### config.mk
export PLATFORM = sky130hd
export DESIGN_NAME = multicycle_ctr
export DESIGN_NICKNAME = d
export VERILOG_FILES = /design/src/rtl/multicycle_ctr.sv
export SDC_FILE = /design/constraint.sdc
export NUM_CORES = 1
export LEC_CHECK = 0
export CAP_MARGIN = 5
export CORE_ASPECT_RATIO = 1.4
export CORE_MARGIN = 4
export CORE_UTILIZATION = 47
export CTS_CLUSTER_DIAMETER = 60
export DETAILED_ROUTE_END_ITERATION = 16
export HOLD_SLACK_MARGIN = 0.15
export PLACE_DENSITY = 0.84
export REMOVE_ABC_BUFFERS = 1
export SKIP_CTS_REPAIR_TIMING = 1
export SLEW_MARGIN = 20
export SYNTH_ARGS = -nofsm -noshare
export SYNTH_HDL_FRONTEND = slang
export SYNTH_SLANG_ARGS = --single-unit
### constraint.sdc
create_clock -name clk -period 3.4 [get_ports clk]
set_clock_uncertainty 0.2 [all_clocks]
set_input_delay 0.68 -clock clk [delete_from_list [all_inputs] [get_ports clk]]
set_output_delay 0.68 -clock clk [all_outputs]
set_load 0.1 [all_outputs]
### src/rtl/multicycle_ctr.sv
// multicycle_ctr: main controller for the multi-cycle MIPS-subset datapath.
// Sequences the shared ALU, the single instruction/data memory port and the
// register file through FETCH/DECODE/EXECUTE/MEMORY/WRITEBACK. The memory
// uses a ready handshake; illegal opcodes and memory stalls longer than
// WAIT_MAX cycles halt the controller in a sticky TRAP state.
//
// Optional feature: define MULTICYCLE_CTR_ADDI_EN to add the addi path
// (states ADDI_EX = 12, ADDI_WB = 13). Without it opcode 001000 traps as
// an illegal instruction.
module multicycle_ctr #(
    parameter int WAIT_MAX = 15
) (
    input  logic       clk,
    input  logic       rst_n,
    input  logic [5:0] opCode,
    input  logic       memReady,
    output logic       pcWrite,
    output logic       pcWriteCond,
    output logic       iorD,
    output logic       memRead,
    output logic       memWrite,
    output logic       irWrite,
    output logic       memToReg,
    output logic       regDst,
    output logic       regWrite,
    output logic       aluSrcA,
    output logic [1:0] aluSrcB,
    output logic [1:0] aluOp,
    output logic [1:0] pcSource,
    output logic       trap,
    output logic [1:0] trapCause,
    output logic [3:0] stateOut
);

    typedef enum logic [3:0] {
        S_RESET     = 4'd0,
        S_FETCH     = 4'd1,
        S_DECODE    = 4'd2,
        S_MEM_ADDR  = 4'd3,
        S_MEM_READ  = 4'd4,
        S_MEM_WB    = 4'd5,
        S_MEM_WRITE = 4'd6,
        S_EXECUTE   = 4'd7,
        S_R_WB      = 4'd8,
        S_BRANCH    = 4'd9,
        S_JUMP      = 4'd10,
        S_TRAP      = 4'd11
`ifdef MULTICYCLE_CTR_ADDI_EN
        ,
        S_ADDI_EX   = 4'd12,
        S_ADDI_WB   = 4'd13
`endif
    } state_t;

    localparam logic [5:0] OP_RTYPE = 6'b000000;
    localparam logic [5:0] OP_LW    = 6'b100011;
    localparam logic [5:0] OP_SW    = 6'b101011;
    localparam logic [5:0] OP_BEQ   = 6'b000100;
    localparam logic [5:0] OP_J     = 6'b000010;
`ifdef MULTICYCLE_CTR_ADDI_EN
    localparam logic [5:0] OP_ADDI  = 6'b001000;
`endif

    localparam logic [1:0] CAUSE_NONE    = 2'b00;
    localparam logic [1:0] CAUSE_ILLEGAL = 2'b01;
    localparam logic [1:0] CAUSE_TIMEOUT = 2'b10;

    // Stall limit as a 4-bit value matching the wait counter width
    localparam logic [3:0] WAIT_LIM = 4'(WAIT_MAX);

    state_t     state_q, state_d;
    logic [3:0] wait_cnt_q, wait_cnt_d;
    logic [1:0] trap_cause_q, trap_cause_d;

    logic       mem_wait_state;
    logic       mem_timeout;

    // States that issue a memory request and therefore may stall on memReady
    always_comb begin
        mem_wait_state = (state_q == S_FETCH) ||
                         (state_q == S_MEM_READ) ||
                         (state_q == S_MEM_WRITE);
        mem_timeout    = mem_wait_state && !memReady && (wait_cnt_q == WAIT_LIM);
    end

    // State, stall counter and trap cause registers; reset aborts any instruction
    always_ff @(posedge clk or negedge rst_n) begin
        if (!rst_n) begin
            state_q      <= S_RESET;
            wait_cnt_q   <= 4'd0;
            trap_cause_q <= CAUSE_NONE;
        end else begin
            state_q      <= state_d;
            wait_cnt_q   <= wait_cnt_d;
            trap_cause_q <= trap_cause_d;
        end
    end

    // Next-state, stall counting and trap cause capture
    always_comb begin
        state_d      = state_q;
        trap_cause_d = trap_cause_q;
        wait_cnt_d   = wait_cnt_q;

        case (state_q)
            S_RESET: state_d = S_FETCH;

            S_FETCH: begin
                if (memReady) state_d = S_DECODE;
            end

            S_DECODE: begin
                case (opCode)
                    OP_RTYPE:      state_d = S_EXECUTE;
                    OP_LW, OP_SW:  state_d = S_MEM_ADDR;
                    OP_BEQ:        state_d = S_BRANCH;
                    OP_J:          state_d = S_JUMP;
`ifdef MULTICYCLE_CTR_ADDI_EN
                    OP_ADDI:       state_d = S_ADDI_EX;
`endif
                    default: begin
                        state_d      = S_TRAP;
                        trap_cause_d = CAUSE_ILLEGAL;
                    end
                endcase
            end

            // The IR still holds the opcode, so it picks the access direction
            S_MEM_ADDR:  state_d = (opCode == OP_SW) ? S_MEM_WRITE : S_MEM_READ;

            S_MEM_READ: begin
                if (memReady) state_d = S_MEM_WB;
            end

            S_MEM_WB:    state_d = S_FETCH;

            S_MEM_WRITE: begin
                if (memReady) state_d = S_FETCH;
            end

            S_EXECUTE:   state_d = S_R_WB;
            S_R_WB:      state_d = S_FETCH;
            S_BRANCH:    state_d = S_FETCH;
            S_JUMP:      state_d = S_FETCH;

`ifdef MULTICYCLE_CTR_ADDI_EN
            S_ADDI_EX:   state_d = S_ADDI_WB;
            S_ADDI_WB:   state_d = S_FETCH;
`endif

            // Absorbing: only the asynchronous reset leaves TRAP
            S_TRAP:      state_d = S_TRAP;

            // Unused encodings restart cleanly from RESET
            default:     state_d = S_RESET;
        endcase

        // A completed access wins over the limit, so timeout needs memReady low
        if (mem_timeout) begin
            state_d      = S_TRAP;
            trap_cause_d = CAUSE_TIMEOUT;
        end

        if (state_d != state_q) begin
            wait_cnt_d = 4'd0;
        end else if (mem_wait_state && !memReady) begin
            wait_cnt_d = wait_cnt_q + 4'd1;
        end
    end

    // Control outputs decoded from the state; FETCH PC/IR loads follow memReady
    always_comb begin
        pcWrite     = 1'b0;
        pcWriteCond = 1'b0;
        iorD        = 1'b0;
        memRead     = 1'b0;
        memWrite    = 1'b0;
        irWrite     = 1'b0;
        memToReg    = 1'b0;
        regDst      = 1'b0;
        regWrite    = 1'b0;
        aluSrcA     = 1'b0;
        aluSrcB     = 2'b00;
        aluOp       = 2'b00;
        pcSource    = 2'b00;

        case (state_q)
            S_FETCH: begin
                memRead  = 1'b1;
                aluSrcB  = 2'b01;
                pcWrite  = memReady;
                irWrite  = memReady;
            end
            S_DECODE: begin
                aluSrcB  = 2'b11;
            end
            S_MEM_ADDR: begin
                aluSrcA  = 1'b1;
                aluSrcB  = 2'b10;
            end
            S_MEM_READ: begin
                memRead  = 1'b1;
                iorD     = 1'b1;
            end
            S_MEM_WB: begin
                regWrite = 1'b1;
                memToReg = 1'b1;
            end
            S_MEM_WRITE: begin
                memWrite = 1'b1;
                iorD     = 1'b1;
            end
            S_EXECUTE: begin
                aluSrcA  = 1'b1;
                aluOp    = 2'b10;
            end
            S_R_WB: begin
                regWrite = 1'b1;
                regDst   = 1'b1;
            end
            S_BRANCH: begin
                aluSrcA     = 1'b1;
                aluOp       = 2'b01;
                pcWriteCond = 1'b1;
                pcSource    = 2'b01;
            end
            S_JUMP: begin
                pcWrite  = 1'b1;
                pcSource = 2'b10;
            end
`ifdef MULTICYCLE_CTR_ADDI_EN
            S_ADDI_EX: begin
                aluSrcA  = 1'b1;
                aluSrcB  = 2'b10;
            end
            S_ADDI_WB: begin
                regWrite = 1'b1;
            end
`endif
            default: begin
            end
        endcase
    end

    // Status and debug outputs
    always_comb begin
        trap      = (state_q == S_TRAP);
        trapCause = trap_cause_q;
        stateOut  = state_q;
    end

endmodule

==> impl_metrics.json, run 1 <==
{
  "global_route.usage.total_pct": 17.4,
  "stdcell_area_um2": 1180,
  "dr.pass1.iters": 4,
  "hold_path.class": "reg -> reg",
  "clock-sinks": 10,
  "numPortBuffers": 31,
  "synth.avg_cell_area_um2": 8.62,
  "count_of_final_setup_violators": 0,
  "detailedPlacementHpwl_um": 1740,
  "synth.top_cell.area_share_pct": 28.2,
  "critical_path.slowest_cell": "sky130_fd_sc_hd__clkdlybuf4s50_1",
  "worst_slew_pin_slew_ns": 0.694,
  "kind_of_end_point_of_the_critical_path": "output pin",
  "postSynthRegisterBits": 10,
  "post_route_cells_drive_above_1_share_pct": 28.5,
  "number_of_global_route_vias_before_repair": 856,
  "critical_path_buf_inv_count": 2,
  "n_antenna_cell": 0,
  "maxSlewHeadroom_pct": 53.7,
  "drt_wl_total_um": 2150,
  "fin_crit_ns": 2.85,
  "crit_arrival_ns": 1.97,
  "post-synth-top-count-cell": "sky130_fd_sc_hd__dfrtp_1",
  "place_ws_ns": 0.554,
  "ctsHtreeMaxLevel": 1,
  "max_freq_mhz": 351,
  "critPathLaunchType": "primary input",
  "design.core.area_um2": 1780,
  "clk_pin_slew_worst_paths_ns": 0.06,
  "placedInstanceArea_um2": 1140,
  "ys.flop_type": "sky130_fd_sc_hd__dfrtp_1",
  "tritoncts": "done",
  "max-cap-violations": 0,
  "synth.yosys.warnings": 0,
  "final.fill_count": 159,
  "clk-insertion-delay-late_ns": 0.26,
  "criticalPathCategory": "in -> out",
  "synth-edff-count": 0,
  "antenna_found_initial": 0,
  "route.detailed.vias_per_inst": 5.80,
  "worstPathCellList": "clkdlybuf4s50_1, nand4_1, o21ai_0, buf_12",
  "postSynth.asyncResetShare_pct": 100,
  "cts_inserted_buffers": 3,
  "drtIter0Drc": 16,
  "finalWeightedCongestion": 0.786,
  "synth_area_leader": "sky130_fd_sc_hd__dfrtp_1",
  "placement_rows": 18,
  "synth.cells.most_frequent": "sky130_fd_sc_hd__dfrtp_1, sky130_fd_sc_hd__nor2_1, sky130_fd_sc_hd__nand2b_1",
  "synth_area_um2": 888,
  "drt.antenna.violating_nets": 0,
  "wire_length_of_the_first_global_routing_pass_um": 3590,
  "fp.dieArea_um2": 2660,
  "fin_nets": 141,
  "synth_sequential_area_ratio_pct": 28.2,
  "synth.area.top_cells": "sky130_fd_sc_hd__dfrtp_1, sky130_fd_sc_hd__nand2b_1, sky130_fd_sc_hd__a211oi_1, sky130_fd_sc_hd__nor2_1, sky130_fd_sc_hd__o21ai_0",
  "min_period_over_period_pct": 83.7,
  "run_status": "finished, final reports clean",
  "critPathRequiredTime_ns": 2.52,
  "globalRoute.totalOverflow": 0,
  "layout_area_growth_over_synthesis_pct": 32.7,
  "mapped_cells": 103,
  "die_x_um": 44.7,
  "grt_setup_unrepaired": "false",
  "ios": 32,
  "postLayoutSetupSlackWorst_ns": 0.555,
  "critical_path.max_fanout": 7,
  "drcViolationCount": 0,
  "slew_viol_final": 0,
  "crit_path_max_incr_delay_ns": 0.64,
  "cell_at_the_root_of_the_clock_tree": "sky130_fd_sc_hd__clkbuf_4",
  "final_hold_violation_count": 0,
  "initial_utilization_pct": 49.9,
  "cpLargestDelayFamily": "buffers and inverters",
  "wl_per_cell_um": 14.3,
  "synth.lib_cells_used.distinct": 45,
  "largest_net_degree_at_the_start_of_global_routing": 23,
  "die_y_um": 59.4,
  "ctsLongestPathBuffers": 2,
  "via_count": 870
}
placed cells by master (no fill, tap or decap), types with 3 or more instances in the layout:
| master | count |
|---|---|
| sky130_fd_sc_hd__buf_4 | 21 |
| sky130_fd_sc_hd__nand2b_1 | 7 |
| sky130_fd_sc_hd__nor3_1 | 4 |
| sky130_fd_sc_hd__clkbuf_4 | 3 |
| sky130_fd_sc_hd__nand2_1 | 6 |
| sky130_fd_sc_hd__dfrtp_1 | 10 |
| sky130_fd_sc_hd__a211oi_1 | 5 |
| sky130_fd_sc_hd__a21oi_1 | 4 |
| sky130_fd_sc_hd__nor2_1 | 9 |
| sky130_fd_sc_hd__o21ai_0 | 6 |
| sky130_fd_sc_hd__o21a_1 | 3 |
| sky130_fd_sc_hd__clkdlybuf4s50_1 | 8 |
| sky130_fd_sc_hd__inv_1 | 3 |
worst paths after layout:
| kind | startpoint | to | slack (ns) | cells after the start |
|---|---|---|---|---|
| worst max-delay path | memReady | pcWrite | 0.55 | 4 |
| worst min-delay path | trapCause[0] | trapCause[0] | 0.30 | 1 |
| worst max register to register | stateOut[0] | wait_cnt_q[0] | 0.81 | 5 |
| worst min register to register | trapCause[0] | trapCause[0] | 0.30 | 1 |
| max in group asynchronous | rst_n | wait_cnt_q[0] | 2.20 | 1 |
| min in group asynchronous | rst_n | stateOut[2] | 0.52 | 1 |
kinds of logic after synthesis:
group | after synthesis | synth area share [%]
AND/OR/NAND/NOR | 47 | 33.4
AO/OA/AOI/OAI | 29 | 25.2
buffers and inverters | 11 | 6.76
flip-flops | 10 | 28.2
XOR/XNOR | 4 | 3.94
multiplexers | 1 | 1.13
adder cells (fa/ha/maj) | 1 | 1.41
metrics by stage:
stage | instances | TNS [ns] | hold WS [ns] | utilization (%)
2_1_floorplan | 95 | -17.34 | 0.184 | -
3_3_place_gp | 146 | 0 | 0.275 | 64.2
3_5_place_dp | 146 | 0 | 0.283 | 64.2
4_1_cts | 150 | 0 | 0.298 | 66.2
5_1_grt | 150 | 0 | 0.335 | 66.2
6_report | 150 | 0 | 0.295 | 66.2
worst reg2reg max path, delay by kind of cell (launching register included):
kind	cells	cell delay (ns)
AOI/OAI and AO/OA	3	0.74
DFF	1	0.79
and+or+nand+nor	2	0.73
registers in the layout, indices dropped and copies added, names as in the netlist:
signal and flops:
wait_cnt_q 4, stateOut 4, trapCause 2
cell type report:
class                           count  area [um2]  share of cell area (%)
Multi-Input combinational cell     82         578                    49.0
Timing Repair Buffer               31         278                    23.6
Sequential cell                    10         250                    21.2
Clock buffer                        4        36.3                    3.08
Tap cell                           20        25.0                    2.12
Inverter                            3        11.3                   0.955
metal layers:
layer | global-route usage, % | up-vias | part of all wire [%]
li1 | - | 432 | -
met1 | 21.7 | 417 | 39
met2 | 31.0 | 21 | 57
met3 | 2.13 | 0 | 3.7
met4 | 3.88 | 0 | 0
met5 | 0 | - | 0
Power of run 1 is not shown: default switching activity piles up to over one toggle a cycle in this logic, so the estimate is an artifact.
==> run 2, diff against run 1 <==
--- a/config.mk
+++ b/config.mk
@@ -8,11 +8,11 @@
 export CAP_MARGIN = 5
 export CORE_ASPECT_RATIO = 1.4
 export CORE_MARGIN = 4
-export CORE_UTILIZATION = 47
+export CORE_UTILIZATION = 40
 export CTS_CLUSTER_DIAMETER = 60
 export DETAILED_ROUTE_END_ITERATION = 16
 export HOLD_SLACK_MARGIN = 0.15
-export PLACE_DENSITY = 0.84
+export PLACE_DENSITY = 0.76
 export REMOVE_ABC_BUFFERS = 1
 export SKIP_CTS_REPAIR_TIMING = 1
 export SLEW_MARGIN = 20
==> constraint.sdc (replaced) <==
create_clock -name clk -period 2.6 [get_ports clk]
set_clock_uncertainty 0.2 [all_clocks]
set_input_delay 0.52 -clock clk [delete_from_list [all_inputs] [get_ports clk]]
set_output_delay 0.52 -clock clk [all_outputs]
set_load 0.1 [all_outputs]
==> run 2 against run 1 <==
Compared with the run above: critical path depth up 1; worst hold slack better by 0.0061 ns; first-iteration DRC count up 100%; global-route usage up 1.6 points; register-to-register slack worse by 0.49 ns; highest routed layer is now met4.
==> impl_metrics.json, run 2 (synthesis results as in run 1) <==
{
  "worstPathCellList": "clkdlybuf4s50_1, buf_4, nand4_1, o21ai_0, buf_12",
  "via_count": 928,
  "post_route_cells_drive_above_1_share_pct": 36.4,
  "drt_wl_total_um": 2510,
  "slew_viol_final": 0,
  "final_hold_violation_count": 0,
  "design.core.area_um2": 2040,
  "crit_arrival_ns": 1.76,
  "initial_utilization_pct": 43.5,
  "wire_length_of_the_first_global_routing_pass_um": 4420,
  "hold-path-cell-count": 1,
  "fin_hold_ws_ns": 0.301,
  "critical_path.slowest_cell": "sky130_fd_sc_hd__clkdlybuf4s50_1",
  "critPathRequiredTime_ns": 1.88,
  "fin_nets": 152,
  "n_antenna_cell": 0,
  "ctsLongestPathBuffers": 2,
  "cell_at_the_root_of_the_clock_tree": "sky130_fd_sc_hd__clkbuf_4",
  "critical_path.max_fanout": 5,
  "run_status": "finished, final reports clean",
  "wl_per_cell_um": 15.6,
  "kind_of_end_point_of_the_critical_path": "output pin",
  "max_freq_mhz": 404,
  "number_of_global_route_vias_before_repair": 945,
  "crit_path_max_incr_delay_ns": 0.49,
  "cpLargestDelayFamily": "buffers and inverters",
  "clk_pin_slew_worst_paths_ns": 0.06,
  "min_period_over_period_pct": 95.3,
  "fp.dieArea_um2": 3050,
  "number_of_gates_on_the_worst_path_with_buffers_counted": 5,
  "die_y_um": 63.8,
  "ctsHtreeMaxLevel": 1,
  "clock-sinks": 10,
  "tritoncts": "done",
  "die_x_um": 47.8,
  "grt_setup_unrepaired": "false",
  "layout_area_growth_over_synthesis_pct": 64.2,
  "numPortBuffers": 31,
  "layout_common_cells": "sky130_fd_sc_hd__buf_12, sky130_fd_sc_hd__buf_4, sky130_fd_sc_hd__nor2_1, sky130_fd_sc_hd__clkdlybuf4s50_1, sky130_fd_sc_hd__dfrtp_1",
  "critPathLaunchType": "primary input",
  "dr.pass1.iters": 4,
  "count_of_final_setup_violators": 0,
  "max-cap-violations": 0,
  "placement_rows": 19,
  "criticalPathCategory": "in -> out",
  "mostFrequentLayoutCell": "sky130_fd_sc_hd__buf_12",
  "globalRoute.totalOverflow": 0,
  "drtIter0Drc": 32,
  "rr_worst_depth": 6,
  "critical_path_buf_inv_count": 3,
  "postLayoutSetupSlackWorst_ns": 0.123,
  "antenna_found_initial": 0,
  "hold_path.class": "reg -> reg",
  "largest_net_degree_at_the_start_of_global_routing": 16,
  "fin_crit_ns": 2.48,
  "route.detailed.vias_per_inst": 5.76,
  "ios": 32,
  "cts_inserted_buffers": 3,
  "clk-insertion-delay-late_ns": 0.26,
  "drcViolationCount": 0,
  "detailedPlacementHpwl_um": 2090,
  "drt.antenna.violating_nets": 0,
  "place_ws_ns": -0.110,
  "global_route.usage.total_pct": 19.0,
  "worst_slew_pin_slew_ns": 0.569,
  "finalWeightedCongestion": 0.879,
  "maxSlewHeadroom_pct": 62.1
}
==> run 2: cell types whose count changed in the layout (fill, tap and decap cells not counted) <==
cell / delta
sky130_fd_sc_hd__nor3_1: -1
sky130_fd_sc_hd__nand2b_1: -1
sky130_fd_sc_hd__nand2b_2: +1
sky130_fd_sc_hd__nor3_2: +1
sky130_fd_sc_hd__buf_4: -5
sky130_fd_sc_hd__buf_12: +16
sky130_fd_sc_hd__clkbuf_8: -1
sky130_fd_sc_hd__dfrtp_2: +2
sky130_fd_sc_hd__dfrtp_1: -2
==> run 2: layout make-up <==
type | count | area [um2]
Clock buffer | 3 | 22.5
Timing Repair Buffer | 42 | 561
Inverter | 3 | 11.3
Fill cell | 163 | 586
Multi-Input combinational cell | 82 | 586
Tap cell | 21 | 26.3
Sequential cell | 10 | 253
==> run 2: worst paths after layout <==
kind,startpoint,end,slack (ns)
max in group asynchronous,rst_n,stateOut[1],1.51
min in group asynchronous,rst_n,stateOut[2],0.37
max,memReady,pcWrite,0.12
max reg2reg,stateOut[2],wait_cnt_q[0],0.32
min reg2reg,trapCause[0],trapCause[0],0.30
min,trapCause[0],trapCause[0],0.30
==> run 2: per-layer routing <==
| metal | vias to the layer above | GRT usage (%) | part of all wire, % |
|---|---|---|---|
| li1 | 450 | - | - |
| met1 | 448 | 25.0 | 39 |
| met2 | 28 | 31.0 | 55 |
| met3 | 2 | 4.49 | 5.1 |
| met4 | 0 | 3.70 | 0.84 |
| met5 | - | 0 | 0 |
==> run 2: metrics by stage <==
| stage | instance area (um2) | setup TNS [ns] | utilization [%] | std cells |
|---|---|---|---|---|
| floorplan | 840 | -31.33 | - | 95 |
| global route | 1460 | 0 | 71.4 | 161 |
| detailed placement | 1430 | -0.369 | 69.8 | 158 |
| CTS | 1450 | 0 | 70.9 | 161 |
| global placement | 1430 | 0 | 69.8 | 158 |
| finish | 1460 | 0 | 71.4 | 161 |
Power of run 2 is left out for the same reason.
